==> config.mk <==
export PLATFORM = sky130hd
export DESIGN_NAME = uart_rx_os_flat
export DESIGN_NICKNAME = d
export VERILOG_FILES = /design/src/rtl/uart_pkg.sv /design/src/rtl/uart_rx_os_if.sv /design/src/rtl/uart_baud_tick.sv /design/src/rtl/uart_rx_os.sv /design/src/flat_wrapper.sv
export SDC_FILE = /design/constraint.sdc
export NUM_CORES = 1
export LEC_CHECK = 0
export CAP_MARGIN = 20
export CORE_MARGIN = 2
export CORE_UTILIZATION = 51
export DETAILED_ROUTE_END_ITERATION = 10
export GPL_TIMING_DRIVEN = 1
export PLACE_DENSITY = 0.74
export SLEW_MARGIN = 20
export SYNTH_ARGS = -nofsm -noshare
export SYNTH_HDL_FRONTEND = slang
export SYNTH_SLANG_ARGS = --single-unit
==> constraint.sdc <==
create_clock -name clk -period 2 [get_ports clk]
set_clock_uncertainty 0.1 [all_clocks]
set_input_delay 0.3 -clock clk [delete_from_list [all_inputs] [get_ports clk]]
set_output_delay 0.3 -clock clk [all_outputs]
set_load 0.05 [all_outputs]
==> src/rtl/uart_pkg.sv <==
// uart_pkg: shared UART states, oversampling constants and divider helper
package uart_pkg;
  typedef enum logic [2:0] {IDLE, START, DATA, PARITY, STOP, WAIT_HIGH} uart_state_e;
  localparam int OS_RATE = 16;
  localparam int SAMPLE_MID = 8;
  function automatic int os_div(input int clk_freq, input int baud);
    return clk_freq / (baud * OS_RATE);
  endfunction
endpackage

==> src/rtl/uart_rx_os_if.sv <==
// uart_rx_os_if: serial line plus byte-side valid/ready handshake of the receiver
interface uart_rx_os_if;
  logic       rx;
  logic [7:0] rx_data;
  logic       rx_valid;
  logic       rx_ready;
  logic       frame_err;
  logic       parity_err;
  logic       overrun;
  logic       busy;
  modport master (input rx, rx_ready, output rx_data, rx_valid, frame_err, parity_err, overrun, busy);
  modport slave (output rx, rx_ready, input rx_data, rx_valid, frame_err, parity_err, overrun, busy);
endinterface

==> src/rtl/uart_baud_tick.sv <==
// uart_baud_tick: oversample divider; clr_i holds the count at 0, tick_o pulses on the last count
module uart_baud_tick #(
  parameter int DIV = 10
) (
  input  logic clk,
  input  logic rst,
  input  logic clr_i,
  output logic tick_o
);
  localparam int W = DIV > 1 ? $clog2(DIV) : 1;
  logic [W-1:0] cnt_q, cnt_d;
  assign tick_o = !clr_i && cnt_q == W'(DIV - 1);
  assign cnt_d = (clr_i || tick_o) ? '0 : cnt_q + 1'b1;
  always_ff @(posedge clk) begin
    if (rst) cnt_q <= '0;
    else cnt_q <= cnt_d;
  end
endmodule

==> src/rtl/uart_rx_os.sv <==
// uart_rx_os: 16x-oversampling UART receiver with majority vote, false-start rejection,
// optional parity, framing/break detection and a valid/ready output with overrun pulse
module uart_rx_os
  import uart_pkg::*;
#(
  parameter int CLK_FREQ   = 100_000_000,
  parameter int BAUD       = 9600,
  parameter int DATA_BITS  = 8,
  parameter int PARITY_EN  = 0,
  parameter int PARITY_ODD = 0,
  parameter int OS_DIV     = os_div(CLK_FREQ, BAUD)
) (
  input logic          clk,
  input logic          rst,
  uart_rx_os_if.master bus
);
  localparam logic [2:0] S_IDLE = IDLE;
  localparam logic [2:0] S_START = START;
  localparam logic [2:0] S_DATA = DATA;
  localparam logic [2:0] S_PARITY = PARITY;
  localparam logic [2:0] S_STOP = STOP;
  localparam logic [2:0] S_WAIT = WAIT_HIGH;

  if (OS_DIV < 2) begin : g_div_chk
    $error("uart_rx_os: OS_DIV must be >= 2");
  end
  if (DATA_BITS < 5 || DATA_BITS > 8) begin : g_bits_chk
    $error("uart_rx_os: DATA_BITS must be 5..8");
  end

  logic       meta_q, rxs_q;
  logic [2:0] state_q, state_d;
  logic [3:0] s_q, s_d, s_nxt;
  logic [2:0] bit_q, bit_d;
  logic [1:0] samp_q, samp_d;
  logic [7:0] shift_q, shift_d, data_w;
  logic       par_q, par_d;
  logic [7:0] rx_data_q, rx_data_d;
  logic       rx_valid_q, rx_valid_d, frame_err_q, frame_err_d;
  logic       parity_err_q, parity_err_d, overrun_q, overrun_d;
  logic       tick, win, mid, last, maj, deliver, load;

  uart_baud_tick #(.DIV(OS_DIV)) u_tick (
    .clk   (clk),
    .rst   (rst),
    .clr_i (state_q == S_IDLE && rxs_q),
    .tick_o(tick)
  );

  // s_nxt is the count this tick moves to; samples land on ticks reaching 7, 8 and 9
  assign s_nxt = s_q + 4'd1;
  assign win = tick && s_nxt >= 4'(SAMPLE_MID - 1) && s_nxt <= 4'(SAMPLE_MID + 1);
  assign mid = tick && s_nxt == 4'(SAMPLE_MID + 1);
  assign last = tick && s_q == 4'(OS_RATE - 1);
  assign maj = (samp_q[1] & samp_q[0]) | ((samp_q[1] | samp_q[0]) & rxs_q);
  assign data_w = shift_q >> (8 - DATA_BITS);
  assign deliver = mid && state_q == S_STOP;
  assign load = deliver && (!rx_valid_q || bus.rx_ready);

  always_comb begin
    state_d = state_q;
    bit_d = bit_q;
    shift_d = shift_q;
    par_d = par_q;
    s_d = state_q == S_IDLE ? 4'd0 : tick ? s_nxt : s_q;
    samp_d = win ? {samp_q[0], rxs_q} : samp_q;
    unique case (state_q)
      S_IDLE: state_d = rxs_q ? S_IDLE : S_START;
      S_START: begin
        bit_d = '0;
        state_d = (mid && maj) ? S_IDLE : last ? S_DATA : S_START;
      end
      S_DATA: begin
        shift_d = mid ? {maj, shift_q[7:1]} : shift_q;
        bit_d = last ? bit_q + 3'd1 : bit_q;
        if (last && bit_q == 3'(DATA_BITS - 1)) state_d = PARITY_EN != 0 ? S_PARITY : S_STOP;
      end
      S_PARITY: begin
        par_d = mid ? (((^data_w) ^ maj) != 1'(PARITY_ODD)) : par_q;
        state_d = last ? S_STOP : S_PARITY;
      end
      S_STOP: state_d = mid ? (maj ? S_IDLE : S_WAIT) : S_STOP;
      S_WAIT: state_d = rxs_q ? S_IDLE : S_WAIT;
      default: state_d = S_IDLE;
    endcase
    rx_data_d = load ? data_w : rx_data_q;
    frame_err_d = load ? !maj : frame_err_q;
    parity_err_d = load ? par_q : parity_err_q;
    rx_valid_d = load || (rx_valid_q && !bus.rx_ready);
    overrun_d = deliver && rx_valid_q && !bus.rx_ready;
  end

  always_ff @(posedge clk) begin
    if (rst) begin
      {meta_q, rxs_q} <= 2'b11;
      state_q <= S_IDLE;
      s_q <= '0;
      bit_q <= '0;
      samp_q <= '0;
      shift_q <= '0;
      par_q <= 1'b0;
      rx_data_q <= '0;
      rx_valid_q <= 1'b0;
      frame_err_q <= 1'b0;
      parity_err_q <= 1'b0;
      overrun_q <= 1'b0;
    end else begin
      {meta_q, rxs_q} <= {bus.rx, meta_q};
      state_q <= state_d;
      s_q <= s_d;
      bit_q <= bit_d;
      samp_q <= samp_d;
      shift_q <= shift_d;
      par_q <= par_d;
      rx_data_q <= rx_data_d;
      rx_valid_q <= rx_valid_d;
      frame_err_q <= frame_err_d;
      parity_err_q <= parity_err_d;
      overrun_q <= overrun_d;
    end
  end

  assign bus.rx_data = rx_data_q;
  assign bus.rx_valid = rx_valid_q;
  assign bus.frame_err = frame_err_q;
  assign bus.parity_err = parity_err_q;
  assign bus.overrun = overrun_q;
  assign bus.busy = state_q != S_IDLE;
endmodule
==> src/flat_wrapper.sv <==
// flat-port wrapper written by rule: the top's interface ports become plain ports
module uart_rx_os_flat import uart_pkg::*;
#(
  parameter int CLK_FREQ   = 100_000_000,
  parameter int BAUD       = 9600,
  parameter int DATA_BITS  = 8,
  parameter int PARITY_EN  = 0,
  parameter int PARITY_ODD = 0,
  parameter int OS_DIV     = os_div(CLK_FREQ, BAUD)
)
  (clk, rst, bus_rx, bus_rx_ready, bus_rx_data, bus_rx_valid, bus_frame_err, bus_parity_err, bus_overrun, bus_busy);
  uart_rx_os_if bus_i ();
  input logic clk;
  input logic rst;
  input wire logic [$bits(bus_i.rx)-1:0] bus_rx;
  input wire logic [$bits(bus_i.rx_ready)-1:0] bus_rx_ready;
  output wire logic [$bits(bus_i.rx_data)-1:0] bus_rx_data;
  output wire logic [$bits(bus_i.rx_valid)-1:0] bus_rx_valid;
  output wire logic [$bits(bus_i.frame_err)-1:0] bus_frame_err;
  output wire logic [$bits(bus_i.parity_err)-1:0] bus_parity_err;
  output wire logic [$bits(bus_i.overrun)-1:0] bus_overrun;
  output wire logic [$bits(bus_i.busy)-1:0] bus_busy;
  assign bus_i.rx = bus_rx;
  assign bus_i.rx_ready = bus_rx_ready;
  assign bus_rx_data = bus_i.rx_data;
  assign bus_rx_valid = bus_i.rx_valid;
  assign bus_frame_err = bus_i.frame_err;
  assign bus_parity_err = bus_i.parity_err;
  assign bus_overrun = bus_i.overrun;
  assign bus_busy = bus_i.busy;
  uart_rx_os #(.CLK_FREQ(CLK_FREQ), .BAUD(BAUD), .DATA_BITS(DATA_BITS), .PARITY_EN(PARITY_EN), .PARITY_ODD(PARITY_ODD), .OS_DIV(OS_DIV)) u_core (.clk(clk), .rst(rst), .bus(bus_i));
endmodule
# Word level (Yosys, flattened, before mapping)
# Index checks and enable logic that the tools add are counted.
# W data, S select, Z words.
# op_classes
n_addsub	3
n_mul	0
div	0
magnitude_cmp	2
eq_ne	11
shift	0
mux	11
bitwise_logic	5
n_reduce_logical	29
# ops
operator	n
$mux W3	7
$pmux W3 S6	1
$logic_and A1 B1 Y1	13
$add A10 B1 Y10 const B	1
$eq A10 B10 Y1 const B	1
$eq A3 B3 Y1 const B	3
$eq A4 B4 Y1 const B	2
$reduce_xor A8 Y1	1
$eq A3 B2 Y1 const B	2
$pmux W3 S2	1
$reduce_and A2 Y1	3
$add A4 B1 Y4 const B	1
$ge A4 B3 Y1 const B	1
$le A4 B4 Y1 const B	1
$logic_not A1 Y1	4
$ne A2 B1 Y1 const B	2
$reduce_or A2 Y1	2
$add A3 B1 Y3 const B	1
$eq A3 B1 Y1 const B	1
$logic_not A3 Y1	1
$logic_or A1 B1 Y1	3
$reduce_bool A3 Y1	1
$and A1 B1 Y1	2
$mux W2	1
4 further kinds	5
# totals
ff_bits	45
latchBits	0
ramBits	0
romBits	0
inputBits	4
output_inout_bits	13
elab_cells	75
n_memories	0

# Depth between registers and ports, before layout
# depth
word_depth	8
depth_mapped	9
depth_no_buf	8

# By module
# A second synthesis with hierarchy kept.
# unflattened
hier_cells	236
area_unflattened_um2	2252.2
# by_module_without_submodules
mod	n_inst	cells_each	area_per_inst_um2
uart_rx_os	1	185	1757.9
uart_baud_tick	1	51	494.2

# Worst setup path before layout
# OpenSTA, ideal clock, no wires.
# synth_timing
path_type	register to register
from	reg u_core.u_tick.cnt_q[5]
to	reg u_core.shift_q[0] (netlist: u_core.data_w[0])
setup_time_ns	0.128
t_arrival_ns	1.961
t_required_ns	1.772
setup_slack_ns	-0.189
path_stages_with_launch	7
synth_period_minus_slack_ns	2.189
cell_sequence	dfxtp_1 -> or4b_4 -> nor4_4 -> and3_1 -> buf_4 -> mux2i_1 -> nor2_1
# synth_between
elab_chain_len	4
# synth_lines
item	line	text
start: declaration	uart_baud_tick.sv:11	logic [W-1:0] cnt_q, cnt_d;
start signal: assignment	uart_baud_tick.sv:16	else cnt_q <= cnt_d;
$eq A10 B10 Y1	uart_baud_tick.sv:12	assign tick_o = !clr_i && cnt_q == W'(DIV - 1);
$logic_and A1 B1 Y1	uart_baud_tick.sv:12	
$logic_and A1 B1 Y1	uart_rx_os.sv:53	assign mid = tick && s_nxt == 4'(SAMPLE_MID + 1);
$reduce_and A2 Y1 (no source line)	n/a	
end signal: assignment	uart_rx_os.sv:113	shift_q <= shift_d;
end: declaration	uart_rx_os.sv:36	logic [7:0] shift_q, shift_d, data_w;
# Every way passes these cells.
# A chain may end at the register's enable or synchronous reset.

# Final worst setup path
# layout_timing
from	reg u_core.u_tick.cnt_q[8]
to	reg u_core.rx_data_q[5] (netlist: u_core.bus.rx_data[5])
# layout_between
elab_chain_len	5
# layout_lines
item	line	text
$eq A10 B10 Y1	uart_baud_tick.sv:12	
$logic_and A1 B1 Y1	uart_baud_tick.sv:12	
$logic_and A1 B1 Y1	uart_rx_os.sv:53	
$logic_and A1 B1 Y1	uart_rx_os.sv:57	assign deliver = mid && state_q == S_STOP;
$logic_and A1 B1 Y1	uart_rx_os.sv:58	assign load = deliver && (!rx_valid_q || bus.rx_ready);
end signal: assignment	uart_rx_os.sv:115	rx_data_q <= rx_data_d;
end: declaration	uart_rx_os.sv:38	logic [7:0] rx_data_q, rx_data_d;
# Every way passes these cells.

==> qor.yml <==
result_of_the_run: "completed"
netlist_area_um2: 2115
ant_nets: 0
globalplace.congestion: 0.8526
overflow: 0
combinationalPowerShare_pct: 6.7
post-synth-top-count-cell: "dfxtp_1"
slew_viol_final: 0
pwr-share-seq_pct: 58.1
grt_setup_unrepaired: "yes"
wp_data_required_ns: 2.09
synth_common_cells: "dfxtp_1 (45), nor2_1 (42), mux2i_1 (22)"
reported_max_cap_violation_count: 0
remaining_drc_errors: 0
port_buffers: 16
classification_of_the_worst_slack_hold_path: "reg -> reg"
detailedRoute.firstPassIterationCount: 4
cts_buffer_count: 5
cts_max_path_buffers: 2
total_switching_power_mw: 0.3629
floorplan.initialDensity_pct: 52.86
worst_slew_pin_slew_ns: 0.4956
cts_num_sinks: 45
totalWireLength_mm: 4.343
ys_dominant_reg_cell: "dfxtp_1"
met3RoutedLength_um: 149
sequential_cell_area_fraction_in_the_yosys_report_pct: 42.60
p_sw_share_pct: 23.32
fin_nets: 292
synth_area_leaders: "dfxtp_1 (43%), mux2i_1 (10%), nor2_1 (7.5%), xnor2_1 (5.0%), ha_1 (4.1%)"
avgRoutedWirePerCell_um: 13.08
pin_count: 17
finish.instance_area_um2: 2744
yosys_register_bits: 45
worst_ep_arrival_time_ns: 2.07
power.static_leakage_nw: 1.124
antenna_cells_inserted: 0
instances_no_fill: 332
core_region_area_um2: 4000
setup.worst_path.class: "reg -> reg"
dr_total_vias: 1738
internal_power_mw: 1.193
syn2layout_area_growth_pct: 29.76
cp-end-kind: "flop"
synthDominantCellAreaShare_pct: 42.60
cellPowerDensity_nw_per_um2: 567.1
synthesis.nets: 246
yosysUniqueCellTypes: 42
drt_iter0_drc: 156
finalSetupViolCount: 0
start_kind: "flop"
worst_skew_pair.late_latency_ns: 0.30
maxClockFrequency_mhz: 505.0
floorplan.die.height_um: 68.39
clock-root-buffer: "clkbuf_8"
clkSlewWorstSetupHoldPaths_ns: 0.08
synth_async_sr_flop_share_pct: 0
tritoncts: "done"
dpl-instance-area_um2: 2531
finalHoldViolations: 0
floorplan.die_area_um2: 4677
peakVddDrop_uv: 398.5
synth_area_per_cell_um2: 8.998
wirelength_met1_mm: 2.059
ctsHtreeMaxLevel: 2
power_frac_clock_pct: 35.2
cp_slowest_cell: "or4b_4"
min_period_over_period_pct: 99.01
top_layer_used: "met4"
dp_hpwl_mm: 3.032
die_width_um: 68.39
placement_rows: 23
final_period_minus_worst_setup_slack_ns: 1.980
max_stage_delay_ns: 0.56
post_route_cells_drive_above_1_share_pct: 21.63
yosys_warnings: 0
postCtsHoldBufs: 0
vias_per_cell: 5.235
synth_enable_flop_cells: 0
placed_cells: 319
antenna_found_initial: 0
final.hold.worst_slack_ns: 0.3135
grt_pass1_vias: 1568
report.power.total_mw: 1.556
grt_pass1_wl_mm: 6.762
postLayoutCoreUtil_pct: 68.60
synth_largest_area_cell: "dfxtp_1"
grt_use_total_pct: 19.44
met2WireLength_mm: 2.050
slew_headroom_pct: 66.85
pin_count_of_the_biggest_net_entering_global_routing: 22
timing.critical_path.cells: "or4b_4 > nor3_2 > nand4_1 > buf_6 > clkbuf_16 > mux2i_1 > nor2_1"
cp_max_fo: 5
post_synth_inst_count: 235
## stage by stage
step / setup WS (ns) / setup TNS [ns]
final: 0.01988 / 0
after global routing: -0.06887 / -0.8663
after CTS: 0.003156 / 0
after detailed placement: -0.06803 / -0.3537
after global placement: -0.01975 / -0.04262
after floorplan: -0.1174 / -1.365
## metal layers
layer  global-route usage [%]  vias to the layer above
met1                    24.40                      806
met5                        0                        -
li1                         -                      890
met2                    30.77                       32
met3                    5.757                       10
met4                    8.250                        0
## what timing repair did
action | 4_1_cts | 5_1_grt
setup endpoints to repair | 12 | 26
pin swaps | 1 | 6
buffers inserted | 1 | 3
gates cloned | 0 | 1
resized for setup | 3 | 16
## power by group through the flow
stage	logic [mW]	clock network, mW	registers, mW
after global placement	0.103	0	0.927
after floorplan	0.0565	0	0.927
after detailed placement	0.104	0	0.927
after CTS	0.104	0.568	0.906
final	0.104	0.547	0.905
after global routing	0.114	0.606	0.906
## state kept, by name, summed over array words and instances (netlist names), 2 cells and up
signal,count
u_core.data_w,8
u_core.bit_q,3
u_core.bus.rx_data,8
u_core.samp_q,2
u_core.state_q,3
u_core.s_q,4
u_core.u_tick.cnt_q,10
## critical path: cells and delay by family, from the launching register on
family                 cells  cell delay (ns)
multiplexers               1             0.14
flip-flops                 1             0.33
AND/OR/NAND/NOR            4             0.99
buffers and inverters      2             0.31
## area by class of cell
cell class / instances / area [um2]
clock buffers: 7 / 76.32
inverters: 5 / 18.77
clock inverters: 1 / 7.507
well taps: 50 / 62.56
repair buffers: 49 / 459.2
fillers: 316 / 1256
multi-input cells: 175 / 1212
flip-flops and latches: 45 / 907.1
## kinds of logic (layout without fill, tap and decap cells)
family | Yosys count | in the layout | share of synthesized area (%)
adders and majority gates | 7 | 7 | 4.142
AOI/OAI and AO/OA | 27 | 27 | 8.107
muxes | 22 | 22 | 10.41
buffers and inverters | 15 | 62 | 2.899
xor gates and xnor gates | 21 | 21 | 8.698
and+or+nand+nor | 98 | 98 | 23.14
DFF | 45 | 45 | 42.60
## path summary, 6_finish.rpt
| kind | endpoint | startpoint | slack (ns) | cells after the start |
|---|---|---|---|---|
| max | u_core.bus.rx_data[5] | u_core.u_tick.cnt_q[8] | 0.02 | 7 |
| min reg2reg | u_core.rxs_q | u_core.meta_q | 0.31 | 1 |
| min | u_core.rxs_q | u_core.meta_q | 0.31 | 1 |
| max reg2reg | u_core.bus.rx_data[5] | u_core.u_tick.cnt_q[8] | 0.02 | 7 |
## cell usage in the layout, fill, tap and decap left out, drive strengths merged, types with 4 or more instances in the layout
cell | synthesis | layout
clkbuf | 8 | 8
xor2 | 9 | 9
mux2i | 22 | 22
nand3 | 10 | 10
and3 | 4 | 4
nand2b | 4 | 4
buf | 2 | 33
xnor2 | 12 | 12
nand2 | 16 | 16
inv | 5 | 5
ha | 7 | 7
o21ai | 7 | 7
nor2 | 42 | 42
dfxtp | 45 | 45
clkdlybuf4s50 | 0 | 15
a21oi | 8 | 8
No activity file was read; power rests on OpenSTA's default activity.
